===== config.mk =====
export PLATFORM = sky130hd
export DESIGN_NAME = uart_frame_loader
export DESIGN_NICKNAME = d
export VERILOG_FILES = /design/src/rtl/uart_pkg.sv /design/src/rtl/uart_timeout_timer.sv /design/src/rtl/uart_frame_loader.sv
export SDC_FILE = /design/constraint.sdc
export NUM_CORES = 1
export LEC_CHECK = 0
export BUFFER_PORTS_ARGS = -buffer_cell sky130_fd_sc_hd__clkbuf_2
export CAP_MARGIN = 0
export CELL_PAD_IN_SITES_DETAIL_PLACEMENT = 1
export CELL_PAD_IN_SITES_GLOBAL_PLACEMENT = 2
export CORE_MARGIN = 2
export CORE_UTILIZATION = 25
export CTS_CLUSTER_SIZE = 28
export DETAILED_ROUTE_END_ITERATION = 16
export GPL_TIMING_DRIVEN = 1
export PLACE_DENSITY_LB_ADDON = 0.1
export SLEW_MARGIN = 0
export SYNTH_ARGS = -nofsm -noshare
export SYNTH_HDL_FRONTEND = slang
export SYNTH_SLANG_ARGS = --single-unit

===== constraint.sdc =====
create_clock -name clock -period 4.17 [get_ports clock]
set_input_delay 0.417 -clock clock [delete_from_list [all_inputs] [get_ports clock]]
set_output_delay 0.417 -clock clock [all_outputs]
set_load 0.02 [all_outputs]

===== src/rtl/uart_pkg.sv =====
// Shared types and default constants for the UART framebuffer loader.
package uart_pkg;

  typedef enum logic [2:0] {
    StHunt,
    StSync,
    StRed,
    StGreen,
    StBlue
  } loader_state_t;

  localparam logic [7:0] UART_SYNC0 = 8'hAA;
  localparam logic [7:0] UART_SYNC1 = 8'h55;

  typedef struct packed {
    logic [7:0] r;
    logic [7:0] g;
    logic [7:0] b;
  } pixel_t;

endpackage


===== src/rtl/uart_timeout_timer.sv =====
// Idle-cycle counter; pulses expired_o for one cycle when the count reaches TIMEOUT_CYCLES-1.
module uart_timeout_timer #(
  parameter int unsigned TIMEOUT_CYCLES = 1000000
) (
  input  logic clk_i,
  input  logic rst_ni,
  input  logic clear_i,
  input  logic enable_i,
  output logic expired_o
);

  localparam int unsigned CntW = (TIMEOUT_CYCLES > 1) ? $clog2(TIMEOUT_CYCLES) : 1;
  localparam logic [CntW-1:0] CntLast = CntW'(TIMEOUT_CYCLES - 1);

  logic [CntW-1:0] cnt_q, cnt_d;

  // Clear has priority, so a byte arriving on the expiry cycle suppresses the pulse.
  always_comb begin
    cnt_d     = cnt_q;
    expired_o = 1'b0;
    if (clear_i) begin
      cnt_d = '0;
    end else if (enable_i) begin
      if (cnt_q == CntLast) begin
        expired_o = 1'b1;
        cnt_d     = '0;
      end else begin
        cnt_d = cnt_q + 1'b1;
      end
    end
  end

  always_ff @(posedge clk_i or negedge rst_ni) begin
    if (!rst_ni) begin
      cnt_q <= '0;
    end else begin
      cnt_q <= cnt_d;
    end
  end

endmodule


===== src/rtl/uart_frame_loader.sv =====
// Hunts for a two-byte sync header, packs following bytes into RGB pixels and writes them
// to the framebuffer at an auto-incrementing address; aborts on inter-byte timeout.
module uart_frame_loader
  import uart_pkg::*;
#(
  parameter int unsigned PIXELS         = 76800,
  parameter int unsigned ADDR_W         = 18,
  parameter int unsigned TIMEOUT_CYCLES = 1000000,
  parameter logic [7:0]  SYNC0          = UART_SYNC0,
  parameter logic [7:0]  SYNC1          = UART_SYNC1
) (
  input  logic              clock,
  input  logic              reset,
  input  logic              rx_ready,
  input  logic [7:0]        rx_data,
  output logic              wr_en,
  output logic [ADDR_W-1:0] wr_addr,
  output logic [23:0]       wr_data,
  output logic              busy,
  output logic              frame_done,
  output logic              timeout_err
);

  localparam logic [ADDR_W-1:0] AddrLast = ADDR_W'(PIXELS - 1);

  loader_state_t     state_q, state_d;
  logic [ADDR_W-1:0] addr_q, addr_d;
  logic [7:0]        r_q, r_d;
  logic [7:0]        g_q, g_d;

  logic              wr_en_q, wr_en_d;
  logic [ADDR_W-1:0] wr_addr_q, wr_addr_d;
  pixel_t            wr_data_q, wr_data_d;
  logic              busy_q, busy_d;
  logic              frame_done_q, frame_done_d;
  logic              timeout_err_q, timeout_err_d;

  logic              expired;

  uart_timeout_timer #(
    .TIMEOUT_CYCLES(TIMEOUT_CYCLES)
  ) u_timer (
    .clk_i    (clock),
    .rst_ni   (reset),
    .clear_i  (rx_ready || (state_q == StHunt)),
    .enable_i (state_q != StHunt),
    .expired_o(expired)
  );

  always_comb begin
    state_d       = state_q;
    addr_d        = addr_q;
    r_d           = r_q;
    g_d           = g_q;
    wr_en_d       = 1'b0;
    wr_addr_d     = wr_addr_q;
    wr_data_d     = wr_data_q;
    frame_done_d  = 1'b0;
    timeout_err_d = 1'b0;

    if (rx_ready) begin
      unique case (state_q)
        StHunt: begin
          if (rx_data == SYNC0) state_d = StSync;
        end
        StSync: begin
          if (rx_data == SYNC1) begin
            state_d = StRed;
            addr_d  = '0;
          end else if (rx_data != SYNC0) begin
            state_d = StHunt;
          end
        end
        StRed: begin
          r_d     = rx_data;
          state_d = StGreen;
        end
        StGreen: begin
          g_d     = rx_data;
          state_d = StBlue;
        end
        StBlue: begin
          wr_en_d   = 1'b1;
          wr_addr_d = addr_q;
          wr_data_d = pixel_t'{r: r_q, g: g_q, b: rx_data};
          if (addr_q == AddrLast) begin
            frame_done_d = 1'b1;
            state_d      = StHunt;
          end else begin
            addr_d  = addr_q + 1'b1;
            state_d = StRed;
          end
        end
        default: state_d = StHunt;
      endcase
    end else if (expired) begin
      // Partial pixel is dropped; already-written pixels stay in memory.
      timeout_err_d = 1'b1;
      state_d       = StHunt;
    end

    busy_d = (state_d != StHunt);
  end

  always_ff @(posedge clock or negedge reset) begin
    if (!reset) begin
      state_q       <= StHunt;
      addr_q        <= '0;
      r_q           <= '0;
      g_q           <= '0;
      wr_en_q       <= 1'b0;
      wr_addr_q     <= '0;
      wr_data_q     <= '0;
      busy_q        <= 1'b0;
      frame_done_q  <= 1'b0;
      timeout_err_q <= 1'b0;
    end else begin
      state_q       <= state_d;
      addr_q        <= addr_d;
      r_q           <= r_d;
      g_q           <= g_d;
      wr_en_q       <= wr_en_d;
      wr_addr_q     <= wr_addr_d;
      wr_data_q     <= wr_data_d;
      busy_q        <= busy_d;
      frame_done_q  <= frame_done_d;
      timeout_err_q <= timeout_err_d;
    end
  end

  assign wr_en       = wr_en_q;
  assign wr_addr     = wr_addr_q;
  assign wr_data     = wr_data_q;
  assign busy        = busy_q;
  assign frame_done  = frame_done_q;
  assign timeout_err = timeout_err_q;

endmodule

Yosys cells after proc, flatten, opt, wreduce, memory -nomap -nowiden
Cells that the tools add are included.

storage, ports and cells
  register bits = 103
  output and inout port bits = 46

cells by class
  add/subtract/negate cells = 2
  equal/unequal tests = 11
  multiplexer cells = 23
  reductions and logical operators = 10

operators by type and width
  operator                 count
  $mux W20                 3
  $mux W18                 2
  $pmux W18 S2             1
  $add A20 B1 Y20 const B  1
  $eq A20 B20 Y1 const B   1
  $add A18 B1 Y18 const B  1
  $eq A18 B17 Y1 const B   1
  $mux W3                  5
  $pmux W3 S5              1
  $mux W1                  10
  $eq A8 B7 Y1 const B     1
  $eq A8 B8 Y1 const B     1
  $ne A8 B8 Y1 const B     1
  $eq A3 B2 Y1 const B     2
  $reduce_and A2 Y1        3
  $reduce_bool A3 Y1       2
  $ne A2 B2 Y1 const B     2
  $reduce_and A4 Y1        1
  $reduce_bool A2 Y1       2
  $eq A3 B1 Y1 const B     1
  $eq A3 B3 Y1 const B     1
  $logic_not A3 Y1         1
  $mux W2                  1
  $logic_or A1 B1 Y1       1

Logic depth before layout (Yosys ltp)
Gate-level depths: netlist of the first run.

  depth after elaboration = 7
  gate-level depth with buffers = 7
  depth with buffers taken out = 7

Hierarchy
A second synthesis of the first run with hierarchy kept.

unflattened totals
  cell total of the unflattened synthesis = 491
  area total of the unflattened synthesis = 4723.3 sq um

modules (own cells, without submodules)
  module              times used  cells each  area each (sq um)  seq. area each (sq um)
  uart_frame_loader   1           368         3580.9             2077.0
  uart_timeout_timer  1           123         1142.3             500.5

Worst setup path after synthesis of the first run
Ideal clock, no wire load.

  path type = reg2reg
  start point = register addr_q[10]
  end point = register busy_q (netlist: busy)
  arrival = 1864 ps
  data required time = 4036 ps
  slack = 2172 ps
  cell stages (with the launch flop) = 7
  period minus slack after synthesis = 1998 ps
  cell sequence = dfrtp_1 > clkbuf_1 > or3_1 > nor4_2 > a21oi_1 > or2_2 > nand4b_1

between the ends
  cells in the longest elaborated chain, start to end = 5

ends and longest elaborated chain
  item                    line                      source
  from (decl)             uart_frame_loader.sv:27   logic [ADDR_W-1:0] addr_q, addr_d;
  from (signal assigned)  uart_frame_loader.sv:119  addr_q <= addr_d;
  $eq A18 B17 Y1          uart_frame_loader.sv:86   if (addr_q == AddrLast) begin
  $mux W2                 uart_frame_loader.sv:86
  $pmux W3 S5             uart_frame_loader.sv:62   unique case (state_q)
  $mux W3                 uart_frame_loader.sv:61   if (rx_ready) begin
  $reduce_bool A3 Y1      uart_frame_loader.sv:102  busy_d = (state_d != StHunt);
  via busy_d              uart_frame_loader.sv:34   logic busy_q, busy_d;
  to (signal assigned)    uart_frame_loader.sv:125  busy_q <= busy_d;
  to (decl)               uart_frame_loader.sv:34

The timed path passes the listed nets, and every way through them passes these cells.
A chain may end at the register's enable or synchronous reset.

Worst setup path in the final report of the first run
  start point = register addr_q[1]
  end point = register busy_q (netlist: busy)

The elaborated chain is that of the path after synthesis.

==> results of run 1 <==
-- flip-flops by register name, indices dropped and copies added, names as in the netlist --
register       flops
wr_data           24
u_timer.cnt_q     20
addr_q            18
wr_addr           18
g_q                8
r_q                8
state_q            3
busy               1
frame_done         1
timeout_err        1
wr_en              1
-- final timing paths --
path	from	endpoint	slack, ns	cells past startpoint
hold / removal	rx_data[7]	wr_data[7]	0.34	3
setup / recovery	addr_q[1]	busy	1.53	6
setup reg to reg	addr_q[1]	busy	1.53	6
max in group asynchronous	reset	r_q[1]	2.71	3
hold reg to reg	g_q[0]	wr_data[8]	0.47	2
min in group asynchronous	reset	addr_q[14]	0.53	2
-- layout by cell type (no fill, tap or decap), types with 4 or more instances in the layout --
| cell type | netlist | routed |
|---|---|---|
| sky130_fd_sc_hd__nor3_1 | 6 | 6 |
| sky130_fd_sc_hd__a2111oi_0 | 4 | 4 |
| sky130_fd_sc_hd__mux2_2 | 17 | 17 |
| sky130_fd_sc_hd__or4_1 | 4 | 4 |
| sky130_fd_sc_hd__nand2_1 | 141 | 141 |
| sky130_fd_sc_hd__nand4_1 | 7 | 7 |
| sky130_fd_sc_hd__buf_4 | 0 | 6 |
| sky130_fd_sc_hd__xor2_1 | 12 | 12 |
| sky130_fd_sc_hd__or3_1 | 4 | 4 |
| sky130_fd_sc_hd__clkbuf_16 | 0 | 9 |
| sky130_fd_sc_hd__o21ai_0 | 10 | 10 |
| sky130_fd_sc_hd__nand3_1 | 19 | 18 |
| sky130_fd_sc_hd__dfrtp_1 | 103 | 103 |
| sky130_fd_sc_hd__a21oi_1 | 6 | 6 |
| sky130_fd_sc_hd__nor2_1 | 34 | 34 |
| sky130_fd_sc_hd__xnor2_1 | 12 | 12 |
| sky130_fd_sc_hd__clkbuf_2 | 0 | 55 |
| sky130_fd_sc_hd__and3_1 | 4 | 4 |
| sky130_fd_sc_hd__nand2b_1 | 7 | 7 |
| sky130_fd_sc_hd__inv_1 | 8 | 8 |
-- critical path, cell delays in order (launching register included) --
cell                       delay, ns
sky130_fd_sc_hd__dfrtp_1        0.44
sky130_fd_sc_hd__ha_1           0.23
sky130_fd_sc_hd__nand4_1        0.19
sky130_fd_sc_hd__nor3_1         0.82
sky130_fd_sc_hd__a21oi_1        0.26
sky130_fd_sc_hd__or2_2          0.38
sky130_fd_sc_hd__nand4b_1       0.18
-- synthesized netlist by cell type, types with 2 or more instances --
cell,n
sky130_fd_sc_hd__mux2_2,17
sky130_fd_sc_hd__nand2b_1,7
sky130_fd_sc_hd__and3_1,4
sky130_fd_sc_hd__nor2_1,34
sky130_fd_sc_hd__buf_2,4
sky130_fd_sc_hd__nor2b_1,2
sky130_fd_sc_hd__a21oi_1,6
sky130_fd_sc_hd__or3_1,4
sky130_fd_sc_hd__xnor2_1,12
sky130_fd_sc_hd__nand4b_1,3
sky130_fd_sc_hd__ha_1,2
sky130_fd_sc_hd__nor3_1,6
sky130_fd_sc_hd__nor3b_1,2
sky130_fd_sc_hd__a2111oi_0,4
sky130_fd_sc_hd__xor2_1,12
sky130_fd_sc_hd__nor4_1,3
sky130_fd_sc_hd__o31ai_1,3
sky130_fd_sc_hd__or4_1,4
sky130_fd_sc_hd__nand3_1,19
sky130_fd_sc_hd__inv_1,8
sky130_fd_sc_hd__mux2i_1,2
sky130_fd_sc_hd__nor4bb_1,2
sky130_fd_sc_hd__a31oi_1,2
sky130_fd_sc_hd__nand2_1,141
sky130_fd_sc_hd__o21ai_0,10
sky130_fd_sc_hd__nand4_1,7
sky130_fd_sc_hd__nor4_2,3
sky130_fd_sc_hd__clkbuf_1,11
sky130_fd_sc_hd__or3_2,2
sky130_fd_sc_hd__buf_1,4
sky130_fd_sc_hd__dfrtp_1,103
-- routing by layer --
metal / wire [um] / vias up
met3: 305 / 13
met2: 5430 / 51
met5: 0 / -
li1: - / 1641
met1: 5870 / 1715
met4: 182 / 0
-- area by class of cell --
| cell class | instances | area, um^2 | share of cell area [%] |
|---|---|---|---|
| sequential | 103 | 2580 | 47.7 |
| multi-input combinational | 328 | 1830 | 33.8 |
| timing repair buffer | 62 | 330 | 6.12 |
| tap | 229 | 287 | 5.31 |
| clock buffer | 11 | 243 | 4.50 |
| clock inverter | 5 | 105 | 1.95 |
| inverter | 8 | 30.0 | 0.556 |
-- kinds of logic after synthesis --
kind of cell,Yosys count,synth area share [%]
simple gates,252,26.0
fa+ha+maj,2,0.556
compound gates,31,4.45
flops,103,57.3
buf+inv,27,2.36
mux,19,4.70
xor+xnor,24,4.67
-- where the power goes --
part	switching, mW	total [mW]	internal [mW]
clock	0.391	0.996	0.604
sequential	0.00511	1.01	1.01
combinational	0.0353	0.0511	0.0158
-- timing repair --
action	CTS	global route
setup endpoints to repair	0	0
hold buffers	1	0
hold endpoints to repair	12	0
==> key figures, run 1 <==
Synth
  • Seq cells post-synth: 103
  • Main area contributors after synthesis: sky130_fd_sc_hd__dfrtp_1 (57%), sky130_fd_sc_hd__nand2_1 (12%), sky130_fd_sc_hd__mux2_2 (4.3%)
  • Unique cell type count in the Yosys netlist: 46
  • Syn avg cell area: 9.82 um^2
  • Ys flop type: sky130_fd_sc_hd__dfrtp_1
  • Synth Net Count: 471
  • Number of warnings issued by yosys: 0
  • Largest area contributor in the netlist: sky130_fd_sc_hd__dfrtp_1
  • Sequential-to-total area share from yosys stat: 57.3%
  • Post-synth top area share: 57.3%
  • Async S/R FF share, synth: 100%
  • Netlist area before placement: 4500 um^2
  • Gate Count Post-Synth: 458
  • EDFF count, synth: 0

STA
  • Max Fclk: 378 MHz
  • Final period demand of the worst path: 2.64 ns
  • Clock tree skew after final layout: 0.00896 ns
  • Fin. Hold Viols: 0
  • Post-route setup TNS: 0 ns
  • Final-layout worst hold slack: 0.343 ns
  • Worst setup slack after layout: 1.53 ns
  • Final period util: 63.4%
  • Number of setup violations in the final report: 0
  • Unrepaired setup endpoints after global routing: no
  • Measured slew at the worst slew-check pin: 1.19 ns
  • Relative slew slack: 19.8%
  • Pins over their slew limit: 0

Worst setup path
  • Required arrival time at the worst endpoint: 4.38 ns
  • Setup CP Type: reg -> reg
  • Sort of element at the start of the critical path: register
  • Capturing element type of the critical path: register
  • Crit Path Max Fanout: 8
  • WP data arrival: 2.85 ns

Route
  • Count of TritonRoute iterations in the first routing pass: 4
  • Total Wirelength: 11.8 mm
  • Number of routed nets with antenna violations: 0
  • Post-route DRC: 0
  • Number of DRC markers in iteration 0: 146
  • WL/cell: 15.8 um
  • Total via count after detailed routing: 3,420
  • Vias/cell: 4.58

Placement
  • Final GP Congestion: 0.707
  • Final HPWL from detailed placement: 7.81 mm
  • Number of input and output port buffers inserted: 56
  • Setup slack after placement: 1.54 ns
  • Post-Place Cells: 729
  • Post-Place Cell Area: 5040 um^2

Cells and area
  • Fraction of final layout cells with drive strength greater than 1: 20.1%
  • Core occupancy in the finished layout: 30.4%
  • Nets@finish: 525
  • Area overhead of the layout relative to synthesis: 20.0%
  • Number of inserted filler cells in the final layout: 2,031
  • Diodes inserted: 0
  • Final cell count without fillers: 746
  • Final instance area: 5400 um^2

Power
  • Tot Pwr: 2.06 mW
  • Static leakage: 2.65 nW
  • Peak supply drop: 0.188 mV
  • Pwr Density: 381 nW/um^2

Clock network
  • Bufs on Longest Clock Path: 2
  • Clock tree from TritonCTS: done
  • Number of H-tree levels: 3
  • Root buffer cell: sky130_fd_sc_hd__clkbuf_16
  • Num CTS Buffers: 9
  • Clock latency on the worst-skew pair: 0.35 ns
  • Number of gates resized after cts: 0
  • Post-CTS Setup Bufs: 0
  • Clock slew at the register clock pins of the worst setup and hold paths: 0.07 ns
  • Number of clock sinks seen by CTS: 103

GRT
  • Met2 Usage GRT: 20.1%
  • Met1 GRT Util: 18.6%
  • Wire length of the first global-routing pass: 20.2 mm
  • Total gr overflow: 0
  • Pin count of the biggest net entering global routing: 47
  • Number of global-route vias before repair: 3,657
  • Initial antenna violation count: 0
  • GR Util met3: 2.32%
  • Busiest layer in global routing: met2
  • Aggregate global-route resource usage: 13.1%

Die
  • Die Footprint: 19,100 um^2
  • Width of the chip: 138 um
  • FP Rows: 49
  • Core Area: 17,800 um^2
  • Initial cell density of the core: 25.3%
  • Die height: 138 um
  • I/O pin cnt: 57

Hold path
  • Worst hold path class: in -> reg

Run
  • Number of max-capacitance violations reported: 0

Run status
  • Result of the run: complete, no violations
No activity file was read; power rests on OpenSTA's default activity.
==> inputs of run 2 (changes only) <==
- clock period: 4.17 -> 2.5 ns (I/O delays scaled with it)
==> run 2 against run 1 <==
Net effect:
- via count increased by 0.26%
- final cell count increased by 1.6%
- total power increased by 53%
- register-to-register slack got worse by 1.1 ns
- sequential power increased by 67%
- flip-flop and latch count unchanged
- largest cell class unchanged
- largest power group unchanged
- highest routed layer unchanged
==> key figures, run 2 (synthesis gave the netlist of run 1 again) <==
GRT
  • Pin count of the biggest net entering global routing: 52
  • Aggregate global-route resource usage: 13.1%
  • Wire length of the first global-routing pass: 20.1 mm
  • Total gr overflow: 0
  • Number of global-route vias before repair: 3,674
  • Initial antenna violation count: 0

Clock network
  • Number of gates resized after cts: 0
  • Num CTS Buffers: 9
  • Clock tree from TritonCTS: done
  • Number of clock sinks seen by CTS: 103
  • Bufs on Longest Clock Path: 2
  • Clock latency on the worst-skew pair: 0.36 ns
  • Root buffer cell: sky130_fd_sc_hd__clkbuf_16
  • Number of H-tree levels: 3
  • Clock slew at the register clock pins of the worst setup and hold paths: 0.08 ns

Worst setup path
  • Slowest Stage Delay on Critical Path: 0.54 ns
  • Kind of cell adding the most delay to the critical path: simple AND/OR/NAND/NOR gates
  • Required arrival time at the worst endpoint: 2.78 ns
  • Total buffers and inverters traversed by the critical path: 0
  • Sort of element at the start of the critical path: register
  • Minimum setup slack among reg-to-reg paths: 0.40 ns
  • WP data arrival: 2.38 ns
  • Origin of the critical flop-to-flop path: addr_q[2]
  • Capture point of the worst reg-to-reg path: addr_q[17]
  • Setup CP Type: reg -> reg
  • Cells along the critical path: nand3_1, or2_1, or4_4, or4_1, a21oi_1
  • Number of cells traversed by the worst register-to-register path: 5
  • Slowest library cell on the worst path: sky130_fd_sc_hd__or4_4
  • Crit Path Max Fanout: 7
  • Stages on the worst setup path: 5
  • Capturing element type of the critical path: register

Power
  • Static leakage: 2.69 nW
  • Peak supply drop: 0.322 mV
  • Pwr Density: 579 nW/um^2
  • Tot Pwr: 3.15 mW

Route
  • Total via count after detailed routing: 3,429
  • Number of routed nets with antenna violations: 0
  • Count of TritonRoute iterations in the first routing pass: 4
  • WL/cell: 15.4 um
  • Total Wirelength: 11.7 mm
  • Vias/cell: 4.52
  • Number of DRC markers in iteration 0: 174
  • Post-route DRC: 0

Run status
  • Result of the run: complete, no violations

Placement
  • Final HPWL from detailed placement: 8.01 mm
  • Final GP Congestion: 0.698
  • Number of input and output port buffers inserted: 56

STA
  • Pins over their slew limit: 0
  • Clock tree skew after final layout: 0.00893 ns
  • Post-route setup TNS: 0 ns
  • Max Fclk: 476 MHz
  • Final period util: 84.0%
  • Relative slew slack: 51.4%
  • Measured slew at the worst slew-check pin: 0.730 ns
  • Fin. Hold Viols: 0
  • Number of setup violations in the final report: 0
  • Final period demand of the worst path: 2.10 ns
  • Unrepaired setup endpoints after global routing: no

Die
  • Core Area: 17,800 um^2
  • Initial cell density of the core: 25.3%
  • Die Footprint: 19,100 um^2
  • I/O pin cnt: 57
  • FP Rows: 49
  • Width of the chip: 138 um
  • Die height: 138 um

Hold path
  • Worst hold path class: in -> reg
  • Hold Crit Start: rx_data[5]
  • WHS Path Cells: 3
  • Endpoint of the worst hold path: wr_data[5]

Cells and area
  • Number of inserted filler cells in the final layout: 2,089
  • Fraction of final layout cells with drive strength greater than 1: 22.1%
  • Nets@finish: 537
  • Area overhead of the layout relative to synthesis: 20.9%
  • Highest-count cells in the layout ignoring fill and taps: sky130_fd_sc_hd__nand2_1 (141), sky130_fd_sc_hd__dfrtp_1 (103), sky130_fd_sc_hd__clkbuf_2 (55)
  • Area taken by flip-flops and latches: 2580 um^2
  • Most common cell after layout, fill and taps aside: sky130_fd_sc_hd__nand2_1
  • Core occupancy in the finished layout: 30.6%
  • Flip-flop count of the largest register, all copies and words added: 24
  • Diodes inserted: 0
  • Multi-input gate area in the final layout: 1830 um^2

Run
  • Number of max-capacitance violations reported: 0
-- run 2: changes by cell type in the layout (fill, tap and decap cells not counted) --
cell / previous run / this run
sky130_fd_sc_hd__buf_12: 0 / 1
sky130_fd_sc_hd__buf_4: 6 / 17
sky130_fd_sc_hd__bufinv_16: 3 / 0
sky130_fd_sc_hd__clkbuf_1: 1 / 0
sky130_fd_sc_hd__clkinv_2: 0 / 1
sky130_fd_sc_hd__clkinv_4: 0 / 1
sky130_fd_sc_hd__clkinvlp_4: 2 / 3
sky130_fd_sc_hd__inv_6: 0 / 1
-- run 2: tightest hold or removal path, cell delays in order --
cell	delay, ns
sky130_fd_sc_hd__clkbuf_2	0.13
sky130_fd_sc_hd__nand2_1	0.07
sky130_fd_sc_hd__nand2_1	0.04
-- run 2: worst max path at each step --
stage                          start          to
final                      addr_q[2]  addr_q[17]
after global routing       addr_q[0]        busy
after CTS                  addr_q[3]  addr_q[17]
after detailed placement   addr_q[3]  addr_q[17]
after global placement     addr_q[0]   addr_q[7]
after floorplan           addr_q[10]        busy
-- run 2: cell type report --
class | instances | share of cell area [%]
Sequential cell | 103 | 47.4
Multi-Input combinational cell | 328 | 33.6
Timing Repair Buffer | 74 | 7.96
Tap cell | 229 | 5.27
Clock buffer | 10 | 4.39
Clock inverter | 6 | 0.828
Inverter | 8 | 0.552
-- run 2: routing by layer --
metal  track usage (%)  wire length (um)
met4              5.48               226
met5                 0                 0
met3              2.22               262
met2              19.6              5120
met1              18.9              6060
-- run 2: power breakdown --
part / internal [mW] / switching, mW / total, mW
Sequential: 1.68 / 0.00873 / 1.69
Clock: 0.707 / 0.665 / 1.37
Combinational: 0.0300 / 0.0594 / 0.0894
-- run 2: metrics by stage --
step | hold slack [ns] | std cells | area [um^2] | worst slack (ns)
after floorplan | -0.0456 | 458 | 4500 | 0.502
after detailed placement | 0.367 | 741 | 5140 | 0.422
after global routing | 0.175 | 758 | 5440 | 0.221
after CTS | 0.147 | 758 | 5440 | 0.401
after global placement | 0.371 | 741 | 5140 | 0.390
final | 0.162 | 758 | 5440 | 0.400
-- run 2: timing repair --
| action | CTS | global route |
|---|---|---|
| hold endpoints to repair | 48 | 0 |
| buffers inserted | 0 | 0 |
| hold buffers | 1 | 0 |
==> inputs of run 3 (changes only) <==
- ABC_AREA: not set -> 1
- clock period: 2.5 -> 1.9 ns (I/O delays scaled with it)
==> run 3 against run 2 <==
Net effect:
- non-clock buffer count grew 5
- clock power grew 50%
- critical path depth grew 3
- wire length grew 23%
- via count grew 22%
- utilization grew 0.32 points
- setup slack lost 0.20 ns
- die area grew 8.7%
- register-to-register slack lost 0.20 ns
- global-route usage grew 1.7 points
- total power grew 100%
- combinational power grew to 15 times the previous value
==> key figures, run 3 <==
STA
  • Max Fclk: 588 MHz
  • Clock tree skew after final layout: 0.0104 ns
  • Final period util: 89.5%
  • Final-layout worst hold slack: 0.184 ns
  • Relative slew slack: 60.1%
  • Final period demand of the worst path: 1.70 ns
  • Unrepaired setup endpoints after global routing: no
  • Measured slew at the worst slew-check pin: 0.598 ns
  • Post-route setup TNS: 0 ns
  • Fin. Hold Viols: 0
  • Number of setup violations in the final report: 0
  • Pins over their slew limit: 0

Worst setup path
  • Capturing element type of the critical path: register
  • Crit Path Max Fanout: 6
  • Number of cells traversed by the worst register-to-register path: 8
  • Sort of element at the start of the critical path: register
  • Setup CP Type: reg -> reg
  • Slowest library cell on the worst path: sky130_fd_sc_hd__dfrtp_1
  • Slowest Stage Delay on Critical Path: 0.38 ns
  • Minimum setup slack among reg-to-reg paths: 0.20 ns
  • Cells along the critical path: ha_2, inv_1, nor3_4, nand3_2, nand2_1, inv_1, a21oi_1, nand2_1
  • WP data arrival: 1.92 ns
  • Origin of the critical flop-to-flop path: u_timer.cnt_q[0]
  • Kind of cell adding the most delay to the critical path: simple AND/OR/NAND/NOR gates
  • Total buffers and inverters traversed by the critical path: 2
  • Capture point of the worst reg-to-reg path: busy
  • Required arrival time at the worst endpoint: 2.12 ns

Route
  • Met1 WL: 6.90 mm
  • Length of routed met2 wiring: 6.96 mm
  • Wire length on met3: 287 um
  • Number of routed nets with antenna violations: 0
  • Vias/cell: 4.34
  • Highest metal layer with signal wires: met4
  • WL/cell: 14.9 um
  • Total via count after detailed routing: 4,177
  • Post-route DRC: 0
  • Number of DRC markers in iteration 0: 201
  • Count of TritonRoute iterations in the first routing pass: 4
  • Total Wirelength: 14.3 mm

Cells and area
  • Final instance area: 5980 um^2
  • Highest-count cells in the layout ignoring fill and taps: sky130_fd_sc_hd__nand2_1 (220), sky130_fd_sc_hd__dfrtp_1 (102), sky130_fd_sc_hd__nor2_1 (73)
  • Most common cell after layout, fill and taps aside: sky130_fd_sc_hd__nand2_1
  • Number of inserted filler cells in the final layout: 2,371
  • Fraction of final layout cells with drive strength greater than 1: 16.5%
  • Flip-flop count of the largest register, all copies and words added: 24
  • Nets@finish: 707
  • Area taken by flip-flops and latches: 2580 um^2
  • Diodes inserted: 0
  • Area overhead of the layout relative to synthesis: 21.9%
  • Multi-input gate area in the final layout: 2040 um^2

Power
  • Power share of the clock group: 32.3%
  • Peak supply drop: 0.465 mV
  • Share of total power in combinational logic: 21.5%
  • Switching part of the total power: 32.2%
  • Static leakage: 2.90 nW
  • Internal power of the cells: 4.30 mW
  • Pwr Density: 1060 nW/um^2
  • Tot Pwr: 6.34 mW
  • Share of power burned in registers: 46.2%
  • Sw power: 2.04 mW

Placement
  • Final GP Congestion: 0.761
  • Final HPWL from detailed placement: 10.6 mm
  • Number of input and output port buffers inserted: 56
  • Post-Place Cell Area: 5620 um^2

Clock network
  • Clock slew at the register clock pins of the worst setup and hold paths: 0.07 ns
  • Bufs on Longest Clock Path: 2
  • Root buffer cell: sky130_fd_sc_hd__clkbuf_16
  • Number of clock sinks seen by CTS: 103
  • Num CTS Buffers: 9
  • Clock tree from TritonCTS: done
  • Number of H-tree levels: 3
  • Clock latency on the worst-skew pair: 0.35 ns
  • Post-CTS Setup Bufs: 0

Synth
  • Main area contributors after synthesis: sky130_fd_sc_hd__dfrtp_1 (53%), sky130_fd_sc_hd__nand2_1 (17%), sky130_fd_sc_hd__nor2_1 (5.6%)
  • Post-synth top area share: 52.6%
  • Synth Net Count: 633
  • Largest area contributor in the netlist: sky130_fd_sc_hd__dfrtp_1
  • Gate Count Post-Synth: 620
  • Sequential-to-total area share from yosys stat: 52.6%
  • Number of warnings issued by yosys: 0
  • Most instantiated library cell after synthesis: sky130_fd_sc_hd__nand2_1
  • EDFF count, synth: 0
  • Seq cells post-synth: 103
  • Top post-synthesis cells by count: sky130_fd_sc_hd__nand2_1 (220), sky130_fd_sc_hd__dfrtp_1 (103), sky130_fd_sc_hd__nor2_1 (73)
  • Syn avg cell area: 7.91 um^2
  • Async S/R FF share, synth: 100%
  • Unique cell type count in the Yosys netlist: 31
  • Ys flop type: sky130_fd_sc_hd__dfrtp_1
  • Netlist area before placement: 4900 um^2

Hold path
  • Endpoint of the worst hold path: r_q[6]
  • Worst hold path class: in -> reg
  • WHS Path Cells: 3
  • Hold Crit Start: rx_data[6]

Die
  • Die Footprint: 20,700 um^2
  • Width of the chip: 144 um
  • I/O pin cnt: 57
  • Initial cell density of the core: 25.4%
  • Die height: 144 um
  • FP Rows: 51
  • Core Area: 19,300 um^2

GRT
  • Pin count of the biggest net entering global routing: 46
  • Initial antenna violation count: 0
  • Wire length of the first global-routing pass: 23.8 mm
  • Total gr overflow: 0
  • Number of global-route vias before repair: 4,431
  • Aggregate global-route resource usage: 14.9%

Run status
  • Result of the run: complete, no violations

Run
  • Number of max-capacitance violations reported: 0
[run 3: cell types whose count changed in the layout (fill, tap and decap cells not counted), sizes merged, moves of 6 or more]
cell	previous run	this run
o21ai	10	53
nand2b	7	0
xnor2	12	2
nand2	141	225
nand3	19	37
or3	6	0
inv	9	59
mux2	17	0
nor4	6	0
nor2	34	77
[run 3: kinds of logic after synthesis]
kind of cell | synth area share, %
flip-flops | 52.6
XOR/XNOR | 2.68
AO/OA/AOI/OAI | 6.89
buffers and inverters | 6.28
AND/OR/NAND/NOR | 31.1
adder cells (fa/ha/maj) | 0.510
[run 3: cell type report]
class | instances | share of cell area, %
Clock buffer | 10 | 4.00
Tap cell | 265 | 5.55
Clock inverter | 5 | 1.36
Sequential cell | 103 | 43.2
Multi-Input combinational cell | 443 | 34.2
Inverter | 58 | 3.69
Timing Repair Buffer | 79 | 8.08
[run 3: power by group through the flow]
| stage | registers, mW | clock network, mW | logic (mW) |
|---|---|---|---|
| global placement | 2.97 | 0 | 1.36 |
| detailed placement | 2.98 | 0 | 1.38 |
| floorplan | 3.29 | 0 | 0.498 |
| finish | 2.93 | 2.05 | 1.37 |
| global route | 3.00 | 2.21 | 1.55 |
| CTS | 2.94 | 2.14 | 1.39 |
[run 3: through the flow]
step,util [%],std cells,setup slack [ns]
2_1_floorplan,-,620,0.396
3_3_place_gp,29.1,947,0.165
3_5_place_dp,29.1,947,0.0956
4_1_cts,30.8,963,0.0858
5_1_grt,30.9,963,0.00526
6_report,30.9,963,0.199
[run 3: how the worst max path moves through the flow]
| stage | slack, ns | to | cells after the start | startpoint |
|---|---|---|---|---|
| after floorplan | 0.40 | u_timer.cnt_q[7] | 8 | u_timer.cnt_q[0] |
| after global placement | 0.17 | addr_q[13] | 10 | addr_q[0] |
| after detailed placement | 0.1 | addr_q[13] | 10 | addr_q[0] |
| after CTS | 0.09 | u_timer.cnt_q[7] | 8 | u_timer.cnt_q[0] |
| after global routing | 0.005 | busy | 8 | u_timer.cnt_q[0] |
| final | 0.20 | busy | 8 | u_timer.cnt_q[0] |
[run 3: routing by layer]
metal | vias up | track usage (%)
met5 | - | 0
met4 | 0 | 3.87
met3 | 12 | 2.68
met2 | 33 | 24.9
met1 | 2038 | 19.8
li1 | 2094 | -
[run 3: worst min-delay path, stage by stage]
cell,delay [ns]
sky130_fd_sc_hd__clkbuf_2,0.10
sky130_fd_sc_hd__inv_1,0.10
sky130_fd_sc_hd__o21ai_0,0.09
[run 3: timing repair]
item,CTS,global route
hold endpoints to repair,33,0
setup endpoints to repair,0,24
hold buffers,1,0
gates resized for setup,0,6
